--- src/rtl/hazard_control_unit_pkg.sv ---
// Shared constants, control bundle type and helpers for the hazard control unit.
// Decode values for forwarding selects, result source and FSM states live here.
package hazard_control_unit_pkg;

    localparam logic [1:0] FWD_RF          = 2'b00;
    localparam logic [1:0] FWD_WB          = 2'b01;
    localparam logic [1:0] FWD_MEM         = 2'b10;
    localparam logic [1:0] RESULT_SRC_LOAD = 2'b01;

    localparam logic [0:0] ST_IDLE    = 1'b0;
    localparam logic [0:0] ST_MD_BUSY = 1'b1;

    typedef struct packed {
        logic stall_f;
        logic stall_d;
        logic stall_e;
        logic flush_d;
        logic flush_e;
        logic flush_m;
    } pipe_ctrl_t;

    // x0 is hardwired to zero, so a write to it never creates a dependency.
    function automatic logic reg_match(input logic [4:0] rd, input logic [4:0] rs);
        return (rd != 5'd0) && (rd == rs);
    endfunction

endpackage

--- src/rtl/hazard_control_unit_fwd_select.sv ---
// Combinational operand forwarding select for one execute-stage source register.
// The memory stage holds the younger result, so it is preferred over writeback.
module fwd_select
    import hazard_control_unit_pkg::*;
(
    input  logic [4:0] rs,
    input  logic [4:0] rd_m,
    input  logic [4:0] rd_w,
    input  logic       reg_write_m,
    input  logic       reg_write_w,
    output logic [1:0] sel
);

    always_comb begin
        sel = FWD_RF;
        if (reg_write_m && reg_match(rd_m, rs)) begin
            sel = FWD_MEM;
        end else if (reg_write_w && reg_match(rd_w, rs)) begin
            sel = FWD_WB;
        end
    end

endmodule

--- src/rtl/hazard_control_unit.sv ---
// Pipeline hazard controller: forwarding, load-use stalls, branch flushes and mul/div sequencing.
// Define HAZARD_PERF_CNT_EN to build the saturating StallCount/FlushCount performance counters.
module hazard_control_unit
    import hazard_control_unit_pkg::*;
#(
    parameter int MD_MAX_CYCLES = 64,
    parameter int CNT_W         = 32
) (
    input  logic             clk,
    input  logic             rst,
    input  logic [4:0]       Rs1D,
    input  logic [4:0]       Rs2D,
    input  logic [4:0]       Rs1E,
    input  logic [4:0]       Rs2E,
    input  logic [4:0]       RdE,
    input  logic [4:0]       RdM,
    input  logic [4:0]       RdW,
    input  logic             RegWriteM,
    input  logic             RegWriteW,
    input  logic [1:0]       ResultSrcE,
    input  logic             PCSrcE,
    input  logic             MdStartE,
    input  logic             MdDoneE,
    output logic [1:0]       ForwardAE,
    output logic [1:0]       ForwardBE,
    output logic             StallF,
    output logic             StallD,
    output logic             StallE,
    output logic             FlushD,
    output logic             FlushE,
    output logic             FlushM,
    output logic             MdBusy,
    output logic             MdTimeout,
    output logic [CNT_W-1:0] StallCount,
    output logic [CNT_W-1:0] FlushCount
);

    localparam int WD_W = $clog2(MD_MAX_CYCLES + 1);

    logic [0:0]      state;
    logic [0:0]      state_next;
    logic [WD_W-1:0] watchdog;
    logic [WD_W-1:0] watchdog_next;
    logic            timeout_flag;
    logic            lw_stall;
    logic            md_abort;
    pipe_ctrl_t      ctrl;

    fwd_select u_fwd_a (
        .rs          (Rs1E),
        .rd_m        (RdM),
        .rd_w        (RdW),
        .reg_write_m (RegWriteM),
        .reg_write_w (RegWriteW),
        .sel         (ForwardAE)
    );

    fwd_select u_fwd_b (
        .rs          (Rs2E),
        .rd_m        (RdM),
        .rd_w        (RdW),
        .reg_write_m (RegWriteM),
        .reg_write_w (RegWriteW),
        .sel         (ForwardBE)
    );

    always_comb begin
        lw_stall = (ResultSrcE == RESULT_SRC_LOAD) &&
                   (reg_match(RdE, Rs1D) || reg_match(RdE, Rs2D));
        md_abort = (state == ST_MD_BUSY) && !MdDoneE &&
                   (watchdog == WD_W'(MD_MAX_CYCLES));
    end

    // While busy the front of the pipe freezes and M is fed bubbles until the result lands.
    always_comb begin
        ctrl = '0;
        if (state == ST_IDLE) begin
            ctrl.stall_f = lw_stall;
            ctrl.stall_d = lw_stall;
            ctrl.flush_d = PCSrcE;
            ctrl.flush_e = lw_stall || PCSrcE;
        end else begin
            ctrl.stall_f = 1'b1;
            ctrl.stall_d = 1'b1;
            ctrl.stall_e = 1'b1;
            ctrl.flush_e = md_abort;
            ctrl.flush_m = !MdDoneE;
        end
    end

    always_comb begin
        state_next    = state;
        watchdog_next = watchdog;
        if (state == ST_IDLE) begin
            // A redirect squashes the op; a same-cycle done finishes it without leaving IDLE.
            if (MdStartE && !PCSrcE && !MdDoneE) begin
                state_next    = ST_MD_BUSY;
                watchdog_next = WD_W'(1);
            end
        end else if (MdDoneE || md_abort) begin
            state_next    = ST_IDLE;
            watchdog_next = '0;
        end else begin
            watchdog_next = watchdog + WD_W'(1);
        end
    end

    always_ff @(posedge clk) begin
        if (!rst) begin
            state        <= ST_IDLE;
            watchdog     <= '0;
            timeout_flag <= 1'b0;
        end else begin
            state    <= state_next;
            watchdog <= watchdog_next;
            if (md_abort) begin
                timeout_flag <= 1'b1;
            end
        end
    end

    assign StallF    = ctrl.stall_f;
    assign StallD    = ctrl.stall_d;
    assign StallE    = ctrl.stall_e;
    assign FlushD    = ctrl.flush_d;
    assign FlushE    = ctrl.flush_e;
    assign FlushM    = ctrl.flush_m;
    assign MdBusy    = (state == ST_MD_BUSY);
    assign MdTimeout = timeout_flag;

`ifdef HAZARD_PERF_CNT_EN
    logic [CNT_W-1:0] stall_count;
    logic [CNT_W-1:0] flush_count;
    logic             branch_flush;

    assign branch_flush = (state == ST_IDLE) && PCSrcE;

    // Both counters stick at all-ones rather than wrapping.
    always_ff @(posedge clk) begin
        if (!rst) begin
            stall_count <= '0;
            flush_count <= '0;
        end else begin
            if (ctrl.stall_f && (stall_count != '1)) begin
                stall_count <= stall_count + CNT_W'(1);
            end
            if (branch_flush && (flush_count != '1)) begin
                flush_count <= flush_count + CNT_W'(1);
            end
        end
    end

    assign StallCount = stall_count;
    assign FlushCount = flush_count;
`else
    assign StallCount = '0;
    assign FlushCount = '0;
`endif

endmodule
--- config.mk ---
export PLATFORM = sky130hd
export DESIGN_NAME = hazard_control_unit
export DESIGN_NICKNAME = d
export VERILOG_FILES = /design/src/rtl/hazard_control_unit_pkg.sv /design/src/rtl/hazard_control_unit_fwd_select.sv /design/src/rtl/hazard_control_unit.sv
export SDC_FILE = /design/constraint.sdc
export NUM_CORES = 1
export LEC_CHECK = 0
export CAP_MARGIN = 20
export CELL_PAD_IN_SITES_DETAIL_PLACEMENT = 2
export CELL_PAD_IN_SITES_GLOBAL_PLACEMENT = 2
export CORE_MARGIN = 5
export CORE_UTILIZATION = 14
export DETAILED_ROUTE_END_ITERATION = 12
export GPL_TIMING_DRIVEN = 0
export HOLD_SLACK_MARGIN = 0.05
export PLACE_DENSITY_LB_ADDON = 0.3
export SYNTH_ARGS = -nofsm -noshare
export SYNTH_HDL_FRONTEND = slang
export SYNTH_SLANG_ARGS = --single-unit
--- constraint.sdc ---
create_clock -name clk -period 1.6 [get_ports clk]
set_clock_uncertainty 0.1 [all_clocks]
set_input_delay 0.24 -clock clk [delete_from_list [all_inputs] [get_ports clk]]
set_output_delay 0.24 -clock clk [all_outputs]
set_load 0.01 [all_outputs]
==> flow_summary.yaml, run 1 <==
routing:
  wl_per_cell_um: 11.0
  route.detailed.drc: 0
  ant_nets: 0
  drtIter0Drc: 17
  vias: 1464
  vias_per_cell: 3.33
  finalWirelength_um: 4830
  dr.pass1.iters: 2
sta:
  layout_min_cycle_time_ps: 1920
  holdWs_ps: 372
  setup_viol: 14
  finalCritPeriodShare_pct: 120
  rsz0062_at_grt: "yes"
  drv_slew: 0
  setup_ws_ps: -322
  fmax_ghz: 0.520
  hold_viol: 0
place:
  dp_slack_ps: -1220
  post_dp_cell_area_um2: 2370
  io_buffer_count: 55
  place_congestion: 0.712
  place_hpwl_um: 4130
  placedCellCount: 427
final_layout:
  nFillCells: 1181
  instances_no_fill: 439
  multi_input_area_um2: 1110
  areaGrowthSynthToFinish_pct: 85.9
  design_area_um2: 2590
  register_area_um2: 189
  drive_above_1_share_pct: 45.8
  diodes: 0
  layout.nets: 353
synth:
  synth-simple-area-share_pct: 17.4
  synth_xor_area_share_pct: 18.9
  synth.most_common_cell: "buf_4"
  seq_area_frac_synth_pct: 12.9
  synth_top_area_share_pct: 35.6
  synthTopCellsByArea: "buf_4 36%, xor2_1 15%, dfxtp_1 13%, xnor2_1 3.8%, or4_1 2.7%"
  synth_mux_area_share_pct: 0
  ys_ff_latch: 9
  synth_top_family_by_area: "buffers and inverters"
  syn_avg_cell_area_um2: 7.91
  synthesis.area_um2: 1390
  synth_edf_count: 0
  ys_warn_count: 0
  synthTopCellsByCount: "66 x buf_4, 24 x xor2_1, 9 x dfxtp_1"
  synth.distinct_cells: 34
  synth_compound_area_share_pct: 10.6
  synthArstFlopShare_pct: 0
  synth.largest_area_cell: "buf_4"
  synth-main-ff-cell: "dfxtp_1"
  synthAdderAreaFrac_pct: 1.80
  syn_inst: 176
clocking:
  htreeDepth: 1
  cts_tree: "yes"
  cts_buffers: 3
  ctsRootBufferMaster: "clkbuf_8"
  hold_buffers: 0
  clk_path_buf_depth: 2
  clock_sinks: 9
  path_clk_slew_ps: 50
  clock_latency_ps: 240
die:
  rows: 36
  die_x_um: 110
  dieArea_um2: 12000
  design.portCount: 120
  placeableCoreArea_um2: 9730
  die_h_um: 110
  start_util_pct: 14.3
run_status:
  failed_checks: "setup timing"
  status: "finished, violations left"
worst_setup_path:
  regToRegEndpoint: "watchdog[5]"
  cp_slowest_cell: "or4b_4"
  cp-endpoint: "FlushE"
  regToRegSetupSlack_ps: -290
  timing.rr.start: "watchdog[3]"
  crit_path_max_fanout: 2
  worstPathArrival_ps: 1580
  end_kind: "output pin"
  crit_required_ps: 1260
  worstSetupStartpoint: "watchdog[3]"
  crit_chain: "or4b_4 > nor4_4 > nor2_1 > o21ai_1 > buf_2"
  rr_worst_depth: 6
  slowest_delay_ps: 550
  path_class: "reg2out"
  critPathLaunchType: "flop"
pwr:
  power_density_nw_per_um2: 392
  power_w: 0.00101
  ir_drop_v: 0.000172
  p_leak_nw: 1.34
global_routing:
  grt_remaining_overflow: 0
  antenna_found_initial: 0
  track_usage_pct: 7.44
  grt_max_degree: 11
  grt_pass1_wl_um: 7330
  first_global_vias: 1604
job:
  drv_cap: 0
hold_path:
  hold_path_class: "reg2reg"
  hold_depth: 1
-- sequential cells by signal, indices dropped and copies added, names as in the netlist --
register	cells
MdBusy	1
watchdog	7
MdTimeout	1
-- power breakdown --
part | internal (W) | switching [W]
registers | 0.000225 | 0.00000397
logic | 0.000268 | 0.000239
clock network | 0.000175 | 0.000102
total | 0.000667 | 0.000345
-- per-layer routing --
| layer | vias up | wire length, um | share of wire [%] | GRT usage, % |
|---|---|---|---|---|
| li1 | 722 | - | - | - |
| met1 | 669 | 1970 | 41 | 8.76 |
| met2 | 71 | 2320 | 48 | 12.8 |
| met3 | 2 | 528 | 11 | 2.99 |
| met4 | 0 | 8 | 0.17 | 1.34 |
| met5 | - | 0 | 0 | 0 |
-- worst min-delay path by stage --
stage                         start         to  slack, ps
after global routing      MdTimeout  MdTimeout        400
after floorplan                 rst  MdTimeout        260
final                     MdTimeout  MdTimeout        370
after detailed placement  MdTimeout  MdTimeout        360
after CTS                 MdTimeout  MdTimeout        370
after global placement    MdTimeout  MdTimeout        360
-- layout by cell type (no fill, tap or decap), types with 2 or more instances in the layout --
cell / synthesis / layout
inv_1: 5 / 5
buf_2: 0 / 10
xnor2_2: 0 / 4
dlymetal6s2s_1: 0 / 2
o21ai_0: 6 / 2
nand2b_1: 2 / 2
clkbuf_2: 0 / 8
xor2_1: 24 / 24
conb_1: 1 / 64
dfxtp_4: 0 / 2
or4_4: 0 / 5
o211ai_1: 3 / 3
nor4_4: 0 / 5
nor3_2: 0 / 2
nor2_1: 6 / 6
and2_1: 2 / 2
xnor2_1: 6 / 2
clkdlybuf4s15_1: 0 / 4
buf_6: 1 / 10
a41o_1: 2 / 2
clkdlybuf4s50_1: 0 / 8
o221a_1: 2 / 2
and3_1: 4 / 4
clkbuf_8: 0 / 3
buf_4: 66 / 75
dlygate4sd2_1: 0 / 11
nand3_1: 4 / 2
nand2_1: 3 / 3
nand3_2: 0 / 2
o21ai_2: 1 / 2
nor2b_1: 4 / 2
o21ai_4: 0 / 3
buf_8: 0 / 3
dfxtp_1: 9 / 6
ha_1: 2 / 2
-- final cells by class --
type                            instances  share of cell area [%]
Multi-Input combinational cell        157                    43.1
Tap cell                              133                    6.43
Clock buffer                            4                    1.74
Sequential cell                         9                    7.31
Buffer                                 67                    19.6
Inverter                                5                   0.726
Timing Repair Buffer                   64                    21.1
-- stage by stage --
| step | setup TNS [ps] | util (%) |
|---|---|---|
| 3_5_place_dp | -10340 | 24.4 |
| 2_1_floorplan | -69.9 | - |
| 3_3_place_gp | -9970 | 24.4 |
| 6_report | -2890 | 26.6 |
| 5_1_grt | -3620 | 26.6 |
| 4_1_cts | -2220 | 25.8 |
-- critical path: cells and delay by family, from the launching register on --
| family | cells | cell delay, ps |
|---|---|---|
| simple gates | 3 | 780 |
| flops | 1 | 340 |
| buf+inv | 1 | 140 |
| compound gates | 1 | 70 |
-- timing repair --
action / 4_1_cts / 5_1_grt
setup buffers: 7 / 1
setup endpoints to repair: 17 / 15
resized for setup: 140 / 60
gates cloned: 0 / 1
pin swaps: 23 / 23
-- cell families (layout without fill, tap and decap cells) --
| family | Yosys count | count (layout) |
|---|---|---|
| AO/OA/AOI/OAI | 20 | 20 |
| XOR/XNOR | 30 | 30 |
| adder cells (fa/ha/maj) | 2 | 2 |
| buffers and inverters | 73 | 140 |
| flip-flops | 9 | 9 |
| other | 1 | 64 |
| AND/OR/NAND/NOR | 41 | 41 |
(Power assumes the default switching activity.)
==> run 2: changes to the inputs <==
CORE_UTILIZATION = 15   (was 14)
HOLD_SLACK_MARGIN = 0.12   (was 0.05)
TNS_END_PERCENT = 10   (was not set)
clock period = 2.2 ns   (was 1.6 ns; I/O delays follow)
==> run 2 against run 1 <==
The flow still finishes with violations (setup timing); die area down 6.1%; critical path depth up 1; total power down 29%; sequential share of layout area up 0.072 points; register-to-register slack better by 720 ps; clock power down 27%; via count down 1.6%; critical endpoint is now StallF; largest cell class unchanged.
==> flow_summary.yaml, run 2 (same netlist as run 1, synthesis figures left out) <==
run_status:
  status: "finished, violations left"
  failed_checks: "setup timing"
clocking:
  cts_tree: "yes"
  htreeDepth: 1
  cts_buffers: 3
  clock_latency_ps: 240
  clock_sinks: 9
  ctsRootBufferMaster: "clkbuf_8"
  path_clk_slew_ps: 50
  clk_path_buf_depth: 2
final_layout:
  register_area_um2: 180
  instances_no_fill: 411
  layout.nets: 347
  fin_util_pct: 26.7
  largest_register: "watchdog"
  multi_input_area_um2: 1030
  areaGrowthSynthToFinish_pct: 75.5
  diodes: 0
  nFillCells: 1075
  drive_above_1_share_pct: 32.3
  largest_register_ffs: 7
  final_cell_mix: "68 x buf_4, 64 x conb_1, 27 x clkdlybuf4s50_1, 24 x xor2_1, 19 x dlygate4sd2_1"
  final_common_cell: "buf_4"
global_routing:
  antenna_found_initial: 0
  track_usage_pct: 8.05
  first_global_vias: 1636
  grt_remaining_overflow: 0
  grt_max_degree: 11
  grt_pass1_wl_um: 7620
job:
  drv_cap: 0
sta:
  setup_ws_ps: -23.3
  layout_min_cycle_time_ps: 2220
  hold_viol: 0
  fmax_ghz: 0.450
  drv_slew: 0
  finalCritPeriodShare_pct: 101
  rsz0062_at_grt: "yes"
  holdWs_ps: 385
  setup_viol: 1
  tns_ps: -23.3
worst_setup_path:
  crit_path_max_fanout: 3
  path_class: "in2out"
  worstPathArrival_ps: 1790
  rr_worst_depth: 5
  crit_required_ps: 1770
  end_kind: "output pin"
  critPathLaunchType: "input pin"
die:
  die_h_um: 106
  design.portCount: 120
  start_util_pct: 15.2
  dieArea_um2: 11300
  placeableCoreArea_um2: 9150
  rows: 35
  die_x_um: 106
routing:
  ant_nets: 0
  vias: 1440
  finalWirelength_um: 4620
  wl_per_cell_um: 11.2
  vias_per_cell: 3.50
  drtIter0Drc: 10
  dr.pass1.iters: 3
  route.detailed.drc: 0
hold_path:
  hold_depth: 1
  hold_path_class: "reg2reg"
place:
  placedCellCount: 405
  place_congestion: 0.670
  place_hpwl_um: 4140
  io_buffer_count: 55
pwr:
  power_density_nw_per_um2: 293
  p_int_w: 0.000478
  power_frac_comb_pct: 48.4
  pwr-share-seq_pct: 23.5
  sw_frac_of_total_pct: 33.2
  switchingPower_w: 0.000238
  p_leak_nw: 1.24
  p_clk_share_pct: 28.1
  ir_drop_v: 0.000133
==> run 2: worst paths after layout <==
path / startpoint / end / slack [ps]
max: RdE[1] / StallF / -20
min: MdTimeout / MdTimeout / 380
max reg2reg: watchdog[2] / watchdog[4] / 430
min reg2reg: MdTimeout / MdTimeout / 380
==> run 2: final cells by class <==
| cell class | count | area share, % |
|---|---|---|
| tap | 111 | 5.69 |
| inverter | 5 | 0.768 |
| sequential | 9 | 7.38 |
| buffer | 68 | 20.9 |
| multi-input combinational | 157 | 42.2 |
| timing repair buffer | 57 | 21.2 |
| clock buffer | 4 | 1.84 |
==> run 2: through the flow <==
stage / total power, W / setup slack (ps) / cell area [um^2]
2_1_floorplan: 0.000373 / 201 / 1630
3_3_place_gp: 0.000498 / -819 / 2320
3_5_place_dp: 0.000502 / -931 / 2320
4_1_cts: 0.000704 / -177 / 2400
5_1_grt: 0.000770 / -77.7 / 2440
6_report: 0.000716 / -23.3 / 2440
==> run 2: metal layers <==
layer | GRT usage (%) | vias up | part of all wire, %
met5 | 0 | - | 0
met4 | 1.11 | 0 | 0.26
met3 | 3.83 | 2 | 11
met2 | 14.7 | 69 | 49
met1 | 8.63 | 658 | 39
li1 | - | 711 | -
==> run 2: repair_timing <==
action / 4_1_cts / 5_1_grt
setup endpoints to repair: 8 / 7
buffers inserted: 2 / 0
hold buffers: 0 / 0
gates resized for setup: 51 / 18
pin swaps: 6 / 5
==> run 2: power groups by stage <==
stage	logic, W	clock network [W]	registers, W
floorplan	0.000202	0	0.000171
global placement	0.000326	0	0.000172
detailed placement	0.000330	0	0.000172
CTS	0.000330	0.000206	0.000168
global route	0.000381	0.000220	0.000169
finish	0.000347	0.000201	0.000168
==> run 2: critical path, stage by stage <==
cell and delay, ps:
dlygate4sd2_1 270, or4_4 560, o21ai_4 150, o21ai_2 80, buf_4 130, dlygate4sd2_1 270
